File: src/rtl/mem_bus_arbiter_pkg.sv
// Shared types and defaults for the main-memory bus arbiter.
// Used by the interface, the round-robin picker and the arbiter top.
package mem_bus_pkg;

   localparam int DEF_NUM_REQ   = 2;   // dual-core
   localparam int DEF_BURST_LEN = 4;   // 32-bit words per 16-byte line
   localparam int DEF_ADDR_W    = 32;  // byte address width
   localparam int DEF_OFF_W     = 4;   // line byte-offset bits

   // Arbiter sequencing: decide, move the line, acknowledge
   typedef enum logic [1:0] {
      IDLE = 2'd0,
      XFER = 2'd1,
      DONE = 2'd2
   } arb_state_t;

   // Direction of the line transfer, taken from wr_req of the winner
   typedef enum logic {
      OP_FILL     = 1'b0,
      OP_COPYBACK = 1'b1
   } bus_op_t;

   // Width of an index selecting one of n items; never narrower than 1 bit
   function automatic int sel_width(input int n);
      return (n <= 1) ? 1 : $clog2(n);
   endfunction

endpackage

File: src/rtl/mem_bus_arbiter_if.sv
// Bus between the per-core cache controllers, the arbiter and main memory.
// The master modport is the arbiter; the slave modport is the cache/memory side.
// Snoop broadcast signals exist only when SNOOP_BCAST_EN is defined.
interface mem_bus_arbiter_if
   import mem_bus_pkg::*;
#(
   parameter int NUM_REQ   = DEF_NUM_REQ,
   parameter int BURST_LEN = DEF_BURST_LEN,
   parameter int ADDR_W    = DEF_ADDR_W,
   parameter int OFF_W     = DEF_OFF_W
) ();

   localparam int LINE_W = ADDR_W - OFF_W;
   localparam int WSEL_W = sel_width(BURST_LEN);

   // Requester side
   logic [NUM_REQ-1:0]             req;
   logic [NUM_REQ-1:0]             wr_req;
   logic [NUM_REQ-1:0][LINE_W-1:0] line_addr;
   logic [NUM_REQ-1:0]             rd_intent_req;
   logic [NUM_REQ-1:0]             wr_intent_req;
   logic [NUM_REQ-1:0]             gnt;
   logic [NUM_REQ-1:0]             done;

   // Memory side
   logic [WSEL_W-1:0]              w_sel;
   logic                           mem_rd;
   logic                           mem_wr;
   logic [ADDR_W-1:0]              mem_addr;
   logic                           mem_ready;

`ifdef SNOOP_BCAST_EN
   logic                           snoop_valid;
   logic [NUM_REQ-1:0]             snoop_src;
   logic [LINE_W-1:0]              snoop_addr;
   logic                           snoop_rd_intent;
   logic                           snoop_wr_intent;

   modport master (
      input  req, wr_req, line_addr, rd_intent_req, wr_intent_req, mem_ready,
      output gnt, done, w_sel, mem_rd, mem_wr, mem_addr,
             snoop_valid, snoop_src, snoop_addr, snoop_rd_intent, snoop_wr_intent
   );

   modport slave (
      output req, wr_req, line_addr, rd_intent_req, wr_intent_req, mem_ready,
      input  gnt, done, w_sel, mem_rd, mem_wr, mem_addr,
             snoop_valid, snoop_src, snoop_addr, snoop_rd_intent, snoop_wr_intent
   );
`else
   modport master (
      input  req, wr_req, line_addr, rd_intent_req, wr_intent_req, mem_ready,
      output gnt, done, w_sel, mem_rd, mem_wr, mem_addr
   );

   modport slave (
      output req, wr_req, line_addr, rd_intent_req, wr_intent_req, mem_ready,
      input  gnt, done, w_sel, mem_rd, mem_wr, mem_addr
   );
`endif

endinterface

File: src/rtl/mem_bus_arbiter_rr_arbiter.sv
// Combinational round-robin pick: the search starts one past the pointer
// and wraps, so the most recent winner has the lowest priority.
// The pointer register itself lives in the arbiter top.
module rr_arbiter
   import mem_bus_pkg::*;
#(
   parameter int NUM_REQ = DEF_NUM_REQ,
   localparam int PTR_W  = sel_width(NUM_REQ)
) (
   input  logic [NUM_REQ-1:0] i_req,
   input  logic [PTR_W-1:0]   i_ptr,
   output logic [NUM_REQ-1:0] o_gnt,
   output logic [PTR_W-1:0]   o_idx
);

   int               w_sum;
   logic [PTR_W-1:0] w_idx;
   logic             w_found;

   // Walk the requesters from pointer+1 and take the first one asserted
   always_comb begin
      // NOTE: every signal written here gets a default first so no path can infer a latch.
      o_gnt   = '0;
      o_idx   = '0;
      w_found = 1'b0;
      w_sum   = 0;
      w_idx   = '0;
      for (int i = 1; i <= NUM_REQ; i++) begin
         w_sum = int'(i_ptr) + i;
         if (w_sum >= NUM_REQ) begin
            w_sum = w_sum - NUM_REQ;
         end
         w_idx = PTR_W'(w_sum);
         if (!w_found && i_req[w_idx]) begin
            o_gnt[w_idx] = 1'b1;
            o_idx        = w_idx;
            w_found      = 1'b1;
         end
      end
   end

endmodule

File: src/rtl/mem_bus_arbiter.sv
// Main-memory bus arbiter for NUM_REQ data-cache controllers.
// Grants one controller at a time (round-robin), then sequences a
// BURST_LEN-word line fill or copy-back, driving w_sel, mem_addr and
// the read/write strobes. Data muxing is external and steered by gnt.
// Optional feature: define SNOOP_BCAST_EN to add a one-cycle MSI snoop
// broadcast at the start of each transfer.
module mem_bus_arbiter
   import mem_bus_pkg::*;
#(
   parameter int NUM_REQ   = DEF_NUM_REQ,
   parameter int BURST_LEN = DEF_BURST_LEN,
   parameter int ADDR_W    = DEF_ADDR_W,
   parameter int OFF_W     = DEF_OFF_W
) (
   input  logic              clk,
   input  logic              reset_n,
   mem_bus_arbiter_if.master bus
);

   localparam int LINE_W = ADDR_W - OFF_W;
   localparam int WSEL_W = sel_width(BURST_LEN);
   localparam int PTR_W  = sel_width(NUM_REQ);
   localparam int PAD_W  = OFF_W - WSEL_W;   // byte-in-word bits below w_sel

   localparam logic [WSEL_W-1:0] LAST_BEAT = WSEL_W'(BURST_LEN - 1);
   localparam logic [PTR_W-1:0]  PTR_INIT  = PTR_W'(NUM_REQ - 1);  // requester 0 wins first

   arb_state_t           r_state;
   logic [PTR_W-1:0]     r_ptr;
   logic [NUM_REQ-1:0]   r_gnt;
   logic [NUM_REQ-1:0]   r_done;
   logic [WSEL_W-1:0]    r_wsel;
   logic                 r_mem_rd;
   logic                 r_mem_wr;
   logic [ADDR_W-1:0]    r_mem_addr;
   logic [LINE_W-1:0]    r_line;

   logic [NUM_REQ-1:0]   w_pick_gnt;
   logic [PTR_W-1:0]     w_pick_idx;
   logic [LINE_W-1:0]    w_pick_line;
   bus_op_t              w_pick_op;
   logic [WSEL_W-1:0]    w_next_sel;

`ifdef SNOOP_BCAST_EN
   logic                 r_snoop_valid;
   logic [NUM_REQ-1:0]   r_snoop_src;
   logic [LINE_W-1:0]    r_snoop_addr;
   logic                 r_snoop_rd;
   logic                 r_snoop_wr;
`else
   // Intent inputs only matter to the snoop broadcast
   logic                 w_unused_intent;
   assign w_unused_intent = ^{bus.rd_intent_req, bus.wr_intent_req};
`endif

   rr_arbiter #(
      .NUM_REQ (NUM_REQ)
   ) u_rr (
      .i_req (bus.req),
      .i_ptr (r_ptr),
      .o_gnt (w_pick_gnt),
      .o_idx (w_pick_idx)
   );

   assign w_pick_line = bus.line_addr[w_pick_idx];
   assign w_pick_op   = bus.wr_req[w_pick_idx] ? OP_COPYBACK : OP_FILL;
   assign w_next_sel  = r_wsel + WSEL_W'(1);

   // Arbitration and burst sequencing FSM with registered outputs
   always_ff @(posedge clk or negedge reset_n) begin
      if (!reset_n) begin
         r_state    <= IDLE;
         r_ptr      <= PTR_INIT;
         r_gnt      <= '0;
         r_done     <= '0;
         r_wsel     <= '0;
         r_mem_rd   <= 1'b0;
         r_mem_wr   <= 1'b0;
         r_mem_addr <= '0;
         r_line     <= '0;
`ifdef SNOOP_BCAST_EN
         r_snoop_valid <= 1'b0;
         r_snoop_src   <= '0;
         r_snoop_addr  <= '0;
         r_snoop_rd    <= 1'b0;
         r_snoop_wr    <= 1'b0;
`endif
      end else begin
         // NOTE: state registers use non-blocking assignments so every branch sees pre-edge values.
         case (r_state)
            IDLE: begin
               if (|bus.req) begin
                  r_state    <= XFER;
                  r_ptr      <= w_pick_idx;
                  r_gnt      <= w_pick_gnt;
                  r_line     <= w_pick_line;
                  r_wsel     <= '0;
                  r_mem_rd   <= (w_pick_op == OP_FILL);
                  r_mem_wr   <= (w_pick_op == OP_COPYBACK);
                  r_mem_addr <= {w_pick_line, {WSEL_W{1'b0}}, {PAD_W{1'b0}}};
`ifdef SNOOP_BCAST_EN
                  r_snoop_valid <= 1'b1;
                  r_snoop_src   <= w_pick_gnt;
                  r_snoop_addr  <= w_pick_line;
                  r_snoop_rd    <= bus.rd_intent_req[w_pick_idx];
                  r_snoop_wr    <= bus.wr_intent_req[w_pick_idx];
`endif
               end
            end

            XFER: begin
`ifdef SNOOP_BCAST_EN
               // Broadcast lasts only the first transfer cycle, stall or not
               r_snoop_valid <= 1'b0;
               r_snoop_src   <= '0;
               r_snoop_addr  <= '0;
               r_snoop_rd    <= 1'b0;
               r_snoop_wr    <= 1'b0;
`endif
               if (bus.mem_ready) begin
                  if (r_wsel == LAST_BEAT) begin
                     r_state    <= DONE;
                     r_mem_rd   <= 1'b0;
                     r_mem_wr   <= 1'b0;
                     r_mem_addr <= '0;
                     r_done     <= r_gnt;
                  end else begin
                     r_wsel     <= w_next_sel;
                     r_mem_addr <= {r_line, w_next_sel, {PAD_W{1'b0}}};
                  end
               end
            end

            DONE: begin
               r_state <= IDLE;
               r_done  <= '0;
               r_gnt   <= '0;
               r_wsel  <= '0;
            end

            default: begin
               r_state <= IDLE;
            end
         endcase
      end
   end

   assign bus.gnt      = r_gnt;
   assign bus.done     = r_done;
   assign bus.w_sel    = r_wsel;
   assign bus.mem_rd   = r_mem_rd;
   assign bus.mem_wr   = r_mem_wr;
   assign bus.mem_addr = r_mem_addr;

`ifdef SNOOP_BCAST_EN
   assign bus.snoop_valid     = r_snoop_valid;
   assign bus.snoop_src       = r_snoop_src;
   assign bus.snoop_addr      = r_snoop_addr;
   assign bus.snoop_rd_intent = r_snoop_rd;
   assign bus.snoop_wr_intent = r_snoop_wr;
`endif

endmodule

File: src/flat_wrapper.sv
// flat-port wrapper written by rule: the top's interface ports become plain ports
module mem_bus_arbiter_flat import mem_bus_pkg::*;
#(
   parameter int NUM_REQ   = DEF_NUM_REQ,
   parameter int BURST_LEN = DEF_BURST_LEN,
   parameter int ADDR_W    = DEF_ADDR_W,
   parameter int OFF_W     = DEF_OFF_W
)
  (clk, reset_n, bus_req, bus_wr_req, bus_line_addr, bus_rd_intent_req, bus_wr_intent_req, bus_mem_ready, bus_gnt, bus_done, bus_w_sel, bus_mem_rd, bus_mem_wr, bus_mem_addr);
  mem_bus_arbiter_if #(.NUM_REQ(NUM_REQ), .BURST_LEN(BURST_LEN), .ADDR_W(ADDR_W), .OFF_W(OFF_W)) bus_i ();
  input  logic clk;
  input  logic reset_n;
  input wire logic [$bits(bus_i.req)-1:0] bus_req;
  input wire logic [$bits(bus_i.wr_req)-1:0] bus_wr_req;
  input wire logic [$bits(bus_i.line_addr)-1:0] bus_line_addr;
  input wire logic [$bits(bus_i.rd_intent_req)-1:0] bus_rd_intent_req;
  input wire logic [$bits(bus_i.wr_intent_req)-1:0] bus_wr_intent_req;
  input wire logic [$bits(bus_i.mem_ready)-1:0] bus_mem_ready;
  output wire logic [$bits(bus_i.gnt)-1:0] bus_gnt;
  output wire logic [$bits(bus_i.done)-1:0] bus_done;
  output wire logic [$bits(bus_i.w_sel)-1:0] bus_w_sel;
  output wire logic [$bits(bus_i.mem_rd)-1:0] bus_mem_rd;
  output wire logic [$bits(bus_i.mem_wr)-1:0] bus_mem_wr;
  output wire logic [$bits(bus_i.mem_addr)-1:0] bus_mem_addr;
  assign bus_i.req = bus_req;
  assign bus_i.wr_req = bus_wr_req;
  assign bus_i.line_addr = bus_line_addr;
  assign bus_i.rd_intent_req = bus_rd_intent_req;
  assign bus_i.wr_intent_req = bus_wr_intent_req;
  assign bus_i.mem_ready = bus_mem_ready;
  assign bus_gnt = bus_i.gnt;
  assign bus_done = bus_i.done;
  assign bus_w_sel = bus_i.w_sel;
  assign bus_mem_rd = bus_i.mem_rd;
  assign bus_mem_wr = bus_i.mem_wr;
  assign bus_mem_addr = bus_i.mem_addr;
  mem_bus_arbiter #(.NUM_REQ(NUM_REQ), .BURST_LEN(BURST_LEN), .ADDR_W(ADDR_W), .OFF_W(OFF_W)) u_core (.clk(clk), .reset_n(reset_n), .bus(bus_i));
endmodule
File: config.mk
export PLATFORM = sky130hd
export DESIGN_NAME = mem_bus_arbiter_flat
export DESIGN_NICKNAME = d
export VERILOG_FILES = /design/src/rtl/mem_bus_arbiter_pkg.sv /design/src/rtl/mem_bus_arbiter_if.sv /design/src/rtl/mem_bus_arbiter_rr_arbiter.sv /design/src/rtl/mem_bus_arbiter.sv /design/src/flat_wrapper.sv
export SDC_FILE = /design/constraint.sdc
export NUM_CORES = 1
export LEC_CHECK = 0
export CAP_MARGIN = 20
export CELL_PAD_IN_SITES_DETAIL_PLACEMENT = 1
export CELL_PAD_IN_SITES_GLOBAL_PLACEMENT = 1
export CORE_ASPECT_RATIO = 0.75
export CORE_MARGIN = 2
export CORE_UTILIZATION = 40
export CTS_CLUSTER_SIZE = 14
export DETAILED_ROUTE_END_ITERATION = 12
export GPL_ROUTABILITY_DRIVEN = 0
export PLACE_DENSITY = 0.95
export SETUP_SLACK_MARGIN = 0.2
export SKIP_CTS_REPAIR_TIMING = 1
export SYNTH_ARGS = -nofsm -noshare
export SYNTH_HDL_FRONTEND = slang
export SYNTH_HIERARCHICAL = 1
export SYNTH_SLANG_ARGS = --single-unit
export TNS_END_PERCENT = 50
File: constraint.sdc
create_clock -name clk -period 4.5 [get_ports clk]
set_input_delay 0.9 -clock clk [delete_from_list [all_inputs] [get_ports clk]]
set_output_delay 0.9 -clock clk [all_outputs]
set_load 0.01 [all_outputs]
# --- After elaboration in Yosys (flattened, before gate mapping) ---
# Cells that the tools add are included.
word_totals:
  register_bits: 71
  inputBits: 67
  wordCells: 90
op_classes:
  n_addsub: 5
  order_cmp: 7
  eq_ne: 7
  mux: 43
  n_bitwise: 2
  n_reduce_logical: 17
op_table:
  columns: ["cell", "n"]
  rows:
  - ["$mux 32", 3]
  - ["$pmux 32 s2", 1]
  - ["$mux 28", 2]
  - ["$mux 2", 11]
  - ["$mux 1", 18]
  - ["$pmux 2 s2", 3]
  - ["$reduce_and 3->1", 3]
  - ["$reduce_and 4->1", 2]
  - ["$lt 1x2->1 const B", 3]
  - ["$pmux 2 s3", 1]
  - ["$reduce_bool 2->1", 3]
  - ["$eq 2x2->1 const B", 2]
  - ["$ne 2x1->1 const B", 2]
  - ["$ne 2x2->1 const B", 2]
  - ["$pmux 1 s2", 2]
  - ["$reduce_and 2->1", 2]
  - ["$add 1x2->3 const B", 1]
  - ["$ge 3x2->1 const B", 1]
  - ["$logic_and 1x1->1", 3]
  - ["$reduce_bool 3->1", 1]
  - ["$add 1x1->2 const B", 1]
  - ["$add 2x1->2 const B", 1]
  - ["$demux 1 s1", 2]
  - ["$eq 2x1->1 const B", 1]
  - ["8 further kinds", 10]

# --- Logic depth before layout (Yosys ltp) ---
# Gate-level depths: netlist (run 1).
depth:
  ltp_word: 15
  depth_mapped: 6

# --- Cells and area by module ---
# The synthesis (run 1) kept the hierarchy.
modules_own_cells:
  columns: ["module", "instances", "cells_per_inst", "area_per_inst_um2"]
  rows:
  - ["mem_bus_arbiter", 1, 324, 3742.3]
  - ["rr_arbiter", 1, 4, 26.3]

# --- Least setup slack after synthesis (run 1) ---
# No wires, ideal clock.
synth_path:
  path_kind: "input to register"
  startpoint: "input bus_req[1]"
  endpoint: "register u_core.r_mem_addr[12], in the netlist u_core/bus.mem_addr[12]"
  setup_ns: 0.125
  arrival_time_ns: 1.972
  required_time_ns: 4.375
  slack_ns: 2.403
  cell_stages: 6
  path_cell_list: "a21boi_0 clkbuf_2 buf_2 mux2i_1 o21ai_0 mux2_4"
synth_between:
  elab_chain_len: 10
  elab_cells_between_ends: 16
  cone_classes: "1 x eq/ne; 11 x mux; 4 x reduce/logical"
synth_rtl:
  columns: ["item", "line", "rtl"]
  rows:
  - ["from (decl)", "flat_wrapper.sv:13", "input wire logic [$bits(bus_i.req)-1:0] bus_req;"]
  - ["$mux 1 (implied by the code) (2 in series)", "mem_bus_arbiter_rr_arbiter.sv:34", "if (!w_found && i_req[w_idx]) begin"]
  - ["$mux 1", "mem_bus_arbiter_rr_arbiter.sv:34", null]
  - ["$logic_not 1->1", "mem_bus_arbiter_rr_arbiter.sv:34", null]
  - ["$logic_and 1x1->1", "mem_bus_arbiter_rr_arbiter.sv:34", null]
  - ["$mux 1", "mem_bus_arbiter_rr_arbiter.sv:34", null]
  - ["$mux 28 (implied by the code) (2 in series)", "mem_bus_arbiter.sv:65", "assign w_pick_line = bus.line_addr[w_pick_idx];"]
  - ["$mux 32", "mem_bus_arbiter.sv:92", "if (|bus.req) begin"]
  - ["$pmux 32 s2", "mem_bus_arbiter.sv:90", "case (r_state)"]
  - ["to (signal assigned)", "mem_bus_arbiter.sv:100", "r_mem_addr <= {w_pick_line, {WSEL_W{1'b0}}, {PAD_W{1'b0}}};"]
  - ["to (signal assigned)", "mem_bus_arbiter.sv:129", "r_mem_addr <= {r_line, w_next_sel, {PAD_W{1'b0}}};"]
  - ["to (decl)", "mem_bus_arbiter.sv:35", "logic [ADDR_W-1:0] r_mem_addr;"]
# Parallel ways exist; a longest one is shown, timed or not. The select of a mux whose other input is x is not followed.
# A chain may end at the register's enable or synchronous reset.

# --- Final worst setup path (run 1) ---
layout_path:
  startpoint: "input bus_req[1]"
  endpoint: "register u_core.r_mem_addr[18], in the netlist u_core/bus.mem_addr[18]"
layout_between:
  elab_chain_len: 10
  elab_cells_between_ends: 16
  cone_classes: "1 x eq/ne; 11 x mux; 4 x reduce/logical"
layout_rtl:
  columns: ["item", "line", "rtl"]
  rows:
  - ["$mux 1 (implied by the code) (2 in series)", "mem_bus_arbiter_rr_arbiter.sv:34", null]
  - ["$mux 1", "mem_bus_arbiter_rr_arbiter.sv:34", null]
  - ["$logic_not 1->1", "mem_bus_arbiter_rr_arbiter.sv:34", null]
  - ["$logic_and 1x1->1", "mem_bus_arbiter_rr_arbiter.sv:34", null]
  - ["$mux 1 *", "mem_bus_arbiter_rr_arbiter.sv:34", null]
  - ["named net u_core.w_pick_idx", "mem_bus_arbiter.sv:39", "logic [PTR_W-1:0] w_pick_idx;"]
  - ["$mux 28 (implied by the code) * (2 in series)", "mem_bus_arbiter.sv:65", null]
  - ["$mux 32 *", "mem_bus_arbiter.sv:92", null]
  - ["$pmux 32 s2 *", "mem_bus_arbiter.sv:90", null]
# The timed path passes the listed nets; every way through them passes the cells marked *. The select of a mux whose other input is x is not followed.

==> results.md, run 1 <==
* Combinational Power Share at 0.461
* Number of max-cap violations at 0
* Initial drt markers at 111
* Fin. max-slew vios at 0
* CP required at 4.71 ns
* Yosys Warn Count at 6
* Worst path buffer plus inverter count at 2
* F_max at 311 MHz
* Worst R2R Start: u_core/r_state[0]
* Most common cell after layout, fill and taps aside: clkdlybuf4s50_1
* Setup-failing EPs final at 0
* Port-buffer cells at 100
* Routed Antenna Nets at 0
* Vias in the first global route at 3422
* DP Worst Slack at 0.951 ns
* Crit path max fanout at 16
* Core Rows at 30
* Total iterations of the first detailed-routing run at 4
* Register bit total from synthesis at 69
* R2R Path End: u_core/bus.mem_addr[19]
* Design Power at 3.56 mW
* WL per Instance at 20.7 um
* Setup tns final at 0 ns
* Hpwl dp at 7.20 mm
* Commonest non-fill, non-tap cells in the layout: 99 x clkdlybuf4s50_1, 85 x o21ai_0, 67 x dfrtp_1, 31 x mux2i_1, 30 x mux2_4
* Clock group share of total power at 0.220
* First-pass GRT wire length at 18.1 mm
* Internal power at 2.34 mW
* Switching Share at 0.343
* GRT Overall Usage at 0.231
* Routed wire length at 11.3 mm
* Worst Setup Path Type: in -> reg
* Max IR drop VDD at 0.000319 V
* Die H at 88.1 um
* Die area at 10200 sq um
* Data arrival, critical path at 3.43 ns
* Clock sinks at 69
* Syn Area/Cell at 11.5 sq um
* Initial antenna violation count at 0
* Io pins at 107
* DR vias at 3081
* Root buffer cell: clkbuf_16
* CTS Buffer Depth at 2
* Largest net degree at the start of global routing at 72
* CTS clock-pin slew for the worst setup and hold paths at 0.06 ns
* Vias per inst at 5.63
* GR Overflow Total at 0
* Total clock buffers created by CTS at 9
* Dpl cell area at 4800 sq um
* Seq pwr share at 0.320
* Leak pwr at 2.17 nW
* Nets at 483
* HP Class: reg -> reg
* R2R Setup Slk at 1.70 ns
* Crit path depth at 6
* Setup crit end kind: flop
* Post-Syn Instances at 328
* Crit path cell chain: clkdlybuf4s50_1, a21boi_4, buf_12, mux2i_1, o21ai_0, mux2_4
* Final Cell Area at 5170 sq um
* Max-Slew Margin vs Limit at 0.282
* Total core area at 9120 sq um
* CTS HTree Levels at 3
* Status: finished clean
* TritonCTS clock tree: built
* Cell area after synthesis at 3770 sq um
* Post-synthesis sequential area ratio at 0.458
* Final Non-Filler Cells at 547
* Worst-Margin Slew at 1.08 ns
* Tcrit/Tclk final at 0.715
* Skew-Pair Late Insertion Delay at 0.33 ns
* Tmin final at 3.22 ns
* Final worst setup slack at 1.28 ns
* Critical Path Start Type: input port
* RSZ-0062 raised after global routing: no
* Final Hold Fails at 0
* P&R area growth vs syn at 37.3%
* Worst hold stages at 1
* Die Span X at 116 um
* Critical-path top delay cell: a21boi_4
* Initial Util at 0.413
* N_diodes at 0
* Number of distinct library cells after synthesis at 37
* Worst Reg-to-Reg Cells at 5
* Worst Skew at 0.00679 ns
* HP Start: u_core/bus.mem_addr[21]
* NetSw at 1.22 mW
* Power Density at 689 nW/um^2
* DRC at 0
* Hold Path Sink: u_core/bus.mem_addr[21]
* Crit-path max cell delay at 0.75 ns
* Layout cells sized above 1 at 0.148
* Post-Place Cells at 529
* Top Family by Delay on Critical Path: buffers and inverters
==> stage by stage <==
stage | hold slack, ns | utilization
floorplan | 0.459 | -
global placement | 0.476 | 0.527
detailed placement | 0.493 | 0.527
CTS | 0.516 | 0.562
global route | 0.534 | 0.567
finish | 0.510 | 0.567
==> cells in the mapped netlist <==
library cell / count / area, sq um
o21bai_4: 1 / 18.8
and2b_1: 1 / 7.51
buf_6: 5 / 56.3
clkbuf_1: 11 / 41.3
buf_2: 6 / 30.0
mux2i_1: 31 / 310
mux2_4: 30 / 450
nor2_1: 3 / 11.3
inv_1: 5 / 18.8
a22o_1: 2 / 17.5
nand3_1: 3 / 15.0
dfstp_2: 1 / 26.3
dfrtp_1: 68 / 1700
a22oi_1: 2 / 15.0
a21boi_0: 2 / 15.0
clkbuf_2: 4 / 20.0
or4bb_1: 1 / 11.3
nand2b_1: 2 / 12.5
a21oi_2: 1 / 8.76
buf_4: 6 / 45.0
conb_1: 1 / 3.75
o21ai_0: 85 / 425
nor4b_1: 1 / 8.76
nor3_1: 1 / 5.00
nand4bb_1: 27 / 304
nand2_1: 10 / 37.5
o22ai_1: 2 / 12.5
a21boi_1: 1 / 7.51
o21ba_2: 1 / 10.0
mux2_2: 1 / 11.3
nand2b_2: 1 / 8.76
nor4b_2: 1 / 15.0
nor2b_1: 1 / 6.26
o21ai_1: 4 / 20.0
a31oi_1: 3 / 18.8
a21oi_4: 1 / 16.3
ha_1: 2 / 25.0
==> power by group through the flow <==
stage               combinational (mW)  clock, mW  sequential (mW)
finish                            1.64      0.782             1.14
detailed placement                1.61          0             1.15
global placement                  1.51          0             1.12
CTS                               1.63      0.789             1.15
floorplan                        0.963          0             1.14
global route                      1.77      0.819             1.18
==> cell type report <==
class / count / area [sq um]
sequential: 69 / 1730
clock inverter: 4 / 70.1
inverter: 5 / 18.8
tap: 128 / 160
multi-input combinational: 223 / 1840
timing repair buffer: 106 / 1090
fill: 975 / 3950
clock buffer: 12 / 256
==> worst reg2reg max path, cell delays in order, from the launching register on <==
cell	delay, ns
dfrtp_1	0.55
buf_4	0.34
o21bai_4	0.43
a21oi_4	0.75
buf_12	0.28
mux2_4	0.34
==> registers in the layout (all words and copies together) (netlist names) <==
register             flops
u_core/bus.gnt           2
u_core/r_state           2
u_core/bus.done          2
u_core/r_ptr             1
u_core/bus.mem_addr     30
u_core/r_line           28
u_core/bus.mem_rd        1
u_core/bus.mem_wr        1
u_core/bus.w_sel         2
==> routing by layer <==
layer  routed length, um  up-vias  GRT usage
met1                4850     1594      0.284
met3                 538       17     0.0533
met5                   0        -          0
li1                    -     1370          -
met2                5790      100      0.413
met4                 144        0     0.0606
==> cell families (layout without fill, tap and decap cells) <==
logic type,Yosys count,count (layout),synth area share
compound gates,105,105,0.155
flops,69,69,0.459
fa+ha+maj,2,2,0.00664
other cells,1,2,0.000995
simple gates,52,52,0.118
mux,62,62,0.205
buf+inv,37,127,0.0561
==> worst max-delay path by stage <==
| stage | to | slack (ns) | startpoint |
|---|---|---|---|
| 6_report | u_core/bus.mem_addr[18] | 1.28 | bus_req[1] |
| 5_1_grt | u_core/bus.mem_addr[26] | 1.20 | bus_req[1] |
| 4_1_cts | u_core/bus.mem_addr[18] | 1.27 | bus_req[1] |
| 3_5_place_dp | u_core/bus.mem_addr[18] | 0.95 | bus_req[1] |
| 3_3_place_gp | u_core/bus.mem_addr[16] | 1.15 | bus_req[1] |
| 2_1_floorplan | u_core/bus.mem_addr[12] | 2.40 | bus_req[1] |
(Power assumes the default switching activity.)
==> run 2: changes to the inputs <==
--- a/config.mk
+++ b/config.mk
@@ -10,11 +10,11 @@
 export CELL_PAD_IN_SITES_GLOBAL_PLACEMENT = 1
 export CORE_ASPECT_RATIO = 0.75
 export CORE_MARGIN = 2
-export CORE_UTILIZATION = 40
+export CORE_UTILIZATION = 37
 export CTS_CLUSTER_SIZE = 14
 export DETAILED_ROUTE_END_ITERATION = 12
 export GPL_ROUTABILITY_DRIVEN = 0
-export PLACE_DENSITY = 0.95
+export PLACE_DENSITY = 0.91
 export SETUP_SLACK_MARGIN = 0.2
 export SKIP_CTS_REPAIR_TIMING = 1
 export SYNTH_ARGS = -nofsm -noshare
==> constraint.sdc (replaced) <==
create_clock -name clk -period 3 [get_ports clk]
set_input_delay 0.6 -clock clk [delete_from_list [all_inputs] [get_ports clk]]
set_output_delay 0.6 -clock clk [all_outputs]
set_load 0.01 [all_outputs]
==> run 2 against run 1 <==
  * Utilization is 3.2 points lower
  * Worst setup slack worse by 0.67 ns
  * Wire length is 5.0% lower
  * Total power is 53% higher
  * Critical endpoint is now u_core/bus.mem_addr[19]
  * Largest cell class unchanged
  * Highest routed layer unchanged
==> results.md, run 2 (synthesis gave the netlist of run 1 again) <==
* Fin. max-slew vios at 0
* R2R Path End: u_core/r_ptr
* Data arrival, critical path at 2.61 ns
* Total core area at 9770 sq um
* Die Span X at 121 um
* P&R area growth vs syn at 38.7%
* Vias in the first global route at 3338
* Commonest non-fill, non-tap cells in the layout: 99 x clkdlybuf4s50_1, 85 x o21ai_0, 67 x dfrtp_1, 31 x mux2i_1, 30 x mux2_4
* Port-buffer cells at 100
* Largest register FFs at 30
* Routed wire length at 10.8 mm
* Hpwl dp at 7.28 mm
* DR vias at 3049
* Initial drt markers at 116
* Total iterations of the first detailed-routing run at 4
* Worst Setup Path Type: in -> reg
* First-pass GRT wire length at 17.4 mm
* Die area at 11000 sq um
* Crit-path max cell delay at 0.64 ns
* Final Hold Fails at 0
* Tcrit/Tclk final at 0.794
* DRC at 0
* WL per Instance at 19.3 um
* GRT Overall Usage at 0.203
* N_diodes at 0
* Initial Util at 0.386
* Initial antenna violation count at 0
* Critical-path top delay cell: clkdlybuf4s50_1
* Worst Skew at 0.00633 ns
* Crit path max fanout at 14
* Tmin final at 2.38 ns
* Crit path cell chain: clkdlybuf4s50_1, a21boi_4, buf_4, mux2i_1, o21ai_0, mux2_4
* CTS HTree Levels at 3
* Vias per inst at 5.47
* Post-Place Cells at 541
* Setup crit end kind: flop
* Power Density at 1040 nW/um^2
* Io pins at 107
* Core Rows at 31
* HP Class: in -> async
* GR Overflow Total at 0
* Die H at 91.4 um
* Max IR drop VDD at 0.000457 V
* Root buffer cell: clkbuf_16
* Total clock buffers created by CTS at 9
* Most common cell after layout, fill and taps aside: clkdlybuf4s50_1
* Status: finished clean
* Routed Antenna Nets at 0
* Clock sinks at 69
* Setup-failing EPs final at 0
* Design Power at 5.44 mW
* Leak pwr at 2.20 nW
* CTS Buffer Depth at 2
* Worst R2R Start: u_core/r_state[0]
* CP required at 3.22 ns
* RSZ-0062 raised after global routing: no
* Largest net degree at the start of global routing at 46
* Worst Reg-to-Reg Cells at 4
* F_max at 420 MHz
* Worst-Margin Slew at 0.689 ns
* Final Non-Filler Cells at 557
* CTS clock-pin slew for the worst setup and hold paths at 0.06 ns
* R2R Setup Slk at 0.80 ns
* Layout cells sized above 1 at 0.162
* Max-Slew Margin vs Limit at 0.541
* Skew-Pair Late Insertion Delay at 0.34 ns
* Critical Path Start Type: input port
* TritonCTS clock tree: built
* Nets at 489
* Setup tns final at 0 ns
* Number of max-cap violations at 0
-- run 2: changes by cell type in the layout (fill, tap and decap cells not counted), sizes merged --
cell    before  now
buf          7   13
bufinv       2    4
clkbuf      12   10
-- run 2: area by class of cell --
| type | instances | area [sq um] |
|---|---|---|
| Fill cell | 1063 | 4550 |
| Multi-Input combinational cell | 223 | 1840 |
| Sequential cell | 69 | 1730 |
| Timing Repair Buffer | 112 | 1100 |
| Clock buffer | 10 | 239 |
| Tap cell | 132 | 165 |
| Clock inverter | 6 | 134 |
| Inverter | 5 | 18.8 |
-- run 2: through the flow --
stage                     setup slack, ns  instance area [sq um]  hold WS [ns]   util
after floorplan                      1.20                   3770         0.304      -
after global placement              0.428                   4860         0.479  0.497
after detailed placement            0.321                   4860         0.497  0.497
after CTS                           0.652                   5230         0.322  0.535
after global routing                0.540                   5230         0.340  0.535
final                               0.617                   5230         0.294  0.535
-- run 2: how the worst max path moves through the flow --
stage	depth (start not counted)	end	startpoint	slack, ns
finish	6	u_core/bus.mem_addr[19]	bus_req[0]	0.62
detailed placement	6	u_core/bus.mem_addr[19]	bus_req[0]	0.32
floorplan	6	u_core/bus.mem_addr[12]	bus_req[1]	1.20
global route	6	u_core/bus.mem_addr[19]	bus_req[0]	0.54
global placement	6	u_core/bus.mem_addr[19]	bus_req[0]	0.43
CTS	6	u_core/bus.mem_addr[19]	bus_req[0]	0.65
-- run 2: per-layer routing --
metal  global-route usage  vias to the layer above  routed length [um]
li1                     -                     1386                   -
met1                0.251                     1562                4680
met2                0.345                       88                5370
met3               0.0546                       13                 578
met4               0.0640                        0                 122
met5                    0                        -                   0
-- run 2: worst max-delay path, delay by kind of cell --
family	cells	cell delay, ns
compound gates	2	0.41
mux	2	0.65
buf+inv	2	0.94
-- run 2: where the power goes --
part | internal, mW | switching [mW]
clock | 0.918 | 0.405
combinational | 1.35 | 1.05
sequential | 1.38 | 0.326
total | 3.66 | 1.79
==> run 3: changes to the inputs <==
==> constraint.sdc (replaced) <==
create_clock -name clk -period 2.3 [get_ports clk]
set_input_delay 0.46 -clock clk [delete_from_list [all_inputs] [get_ports clk]]
set_output_delay 0.46 -clock clk [all_outputs]
set_load 0.01 [all_outputs]
==> run 3 against run 2 <==
  * Via count grew 0.26%
  * Die area is the same
  * Clock skew shrank 0.0016 ns
==> results.md, run 3 (synthesis gave the netlist of run 1 again) <==
* R2R Path End: u_core/bus.mem_addr[21]
* Port-buffer cells at 100
* Internal power at 4.73 mW
* Core Rows at 31
* Die H at 91.4 um
* Worst Setup Path Type: in -> reg
* Die Span X at 121 um
* TritonCTS clock tree: built
* R2R Setup Slk at 0.27 ns
* Worst Skew at 0.00472 ns
* GR Overflow Total at 0
* Total clock buffers created by CTS at 9
* Setup crit end kind: flop
* Critical Path Start Type: input port
* HP Class: in -> async
* Total core area at 9770 sq um
* Combinational Power Share at 0.464
* Hpwl dp at 7.73 mm
* Design Power at 7.08 mW
* Die area at 11000 sq um
* Critical Path Start: bus_req[1]
* Vias in the first global route at 3519
* P&R area growth vs syn at 41.1%
* Tcrit/Tclk final at 0.901
* RSZ-0062 raised after global routing: yes
* F_max at 483 MHz
* Setup-failing EPs final at 0
* DRC at 0
* Io pins at 107
* Final Cell Area at 5320 sq um
* Initial Util at 0.386
* Total iterations of the first detailed-routing run at 4
* Power Density at 1330 nW/um^2
* Routed Antenna Nets at 0
* Largest register FFs at 30
* Fin. max-slew vios at 0
* Initial antenna violation count at 0
* Worst setup endpoint: u_core/bus.mem_addr[21]
* Setup tns final at 0 ns
* Worst-Margin Slew at 0.573 ns
* Max-Slew Margin vs Limit at 0.618
* Seq pwr share at 0.312
* Worst Reg-to-Reg Cells at 5
* DR vias at 3057
* Vias per inst at 5.41
* CTS Buffer Depth at 2
* DP Worst Slack at -0.138 ns
* Leak pwr at 2.24 nW
* Dpl cell area at 4970 sq um
* Switching Share at 0.333
* Routed wire length at 11.0 mm
* Tmin final at 2.07 ns
* FILL cells at 1049
* Nets at 498
* Largest net degree at the start of global routing at 40
* Final Hold Fails at 0
* First-pass GRT wire length at 18.1 mm
* CTS HTree Levels at 3
* CP required at 2.52 ns
* WL per Instance at 19.4 um
* Max IR drop VDD at 0.000531 V
* Layout cells sized above 1 at 0.182
* N_diodes at 0
* Data arrival, critical path at 2.29 ns
* Clock sinks at 69
* Fin util at 0.544
* Root buffer cell: clkbuf_16
* Clock group share of total power at 0.224
* Commonest non-fill, non-tap cells in the layout: 99 x clkdlybuf4s50_1, 85 x o21ai_0, 67 x dfrtp_1, 30 x mux2_4, 29 x mux2i_1
* Number of max-cap violations at 0
* Worst R2R Start: u_core/bus.w_sel[0]
* CTS clock-pin slew for the worst setup and hold paths at 0.06 ns
* NetSw at 2.36 mW
* Most common cell after layout, fill and taps aside: clkdlybuf4s50_1
* Crit path max fanout at 14
* Initial drt markers at 116
* Final worst setup slack at 0.229 ns
* GRT Overall Usage at 0.210
* Status: finished clean
* Skew-Pair Late Insertion Delay at 0.33 ns
==> run 3: critical path, cell delays in order <==
cell	delay (ns)
clkdlybuf4s50_1	0.55
a21boi_4	0.31
buf_12	0.20
mux2i_2	0.32
o21ai_0	0.16
mux2_4	0.28
==> run 3: cell type report <==
cell class | count | area, sq um | area share
Multi-Input combinational cell | 223 | 1850 | 0.348
Sequential cell | 69 | 1730 | 0.325
Timing Repair Buffer | 121 | 1220 | 0.229
Clock buffer | 9 | 225 | 0.0424
Tap cell | 132 | 165 | 0.0311
Clock inverter | 6 | 111 | 0.0209
Inverter | 5 | 18.8 | 0.00353
==> run 3: worst min-delay path by stage <==
stage,endpoint,start,slack (ns),depth (start not counted)
2_1_floorplan,u_core/bus.done[0],reset_n,0.16,0
3_3_place_gp,u_core/bus.mem_addr[31],reset_n,0.43,1
3_5_place_dp,u_core/bus.mem_addr[30],reset_n,0.44,1
4_1_cts,u_core/r_line[27],reset_n,0.07,1
5_1_grt,u_core/r_line[27],reset_n,0.08,1
6_report,u_core/bus.mem_addr[30],reset_n,0.07,1
==> run 3: power by group through the flow <==
stage | clock [mW] | sequential (mW) | combinational, mW
2_1_floorplan | 0 | 2.23 | 1.88
3_3_place_gp | 0 | 2.17 | 3.12
3_5_place_dp | 0 | 2.23 | 3.27
4_1_cts | 1.61 | 2.22 | 3.32
5_1_grt | 1.68 | 2.30 | 3.55
6_report | 1.59 | 2.21 | 3.28
==> run 3: per-stage QoR <==
| step | hold slack [ns] | instances |
|---|---|---|
| after global routing | 0.0821 | 565 |
| final | 0.0657 | 565 |
| after global placement | 0.428 | 550 |
| after CTS | 0.0720 | 565 |
| after detailed placement | 0.437 | 550 |
| after floorplan | 0.164 | 329 |
==> run 3: metal layers <==
| metal | share of wire | global-route usage |
|---|---|---|
| met2 | 0.49 | 0.361 |
| met5 | 0 | 0 |
| met3 | 0.051 | 0.0578 |
| met1 | 0.44 | 0.258 |
| met4 | 0.015 | 0.0591 |
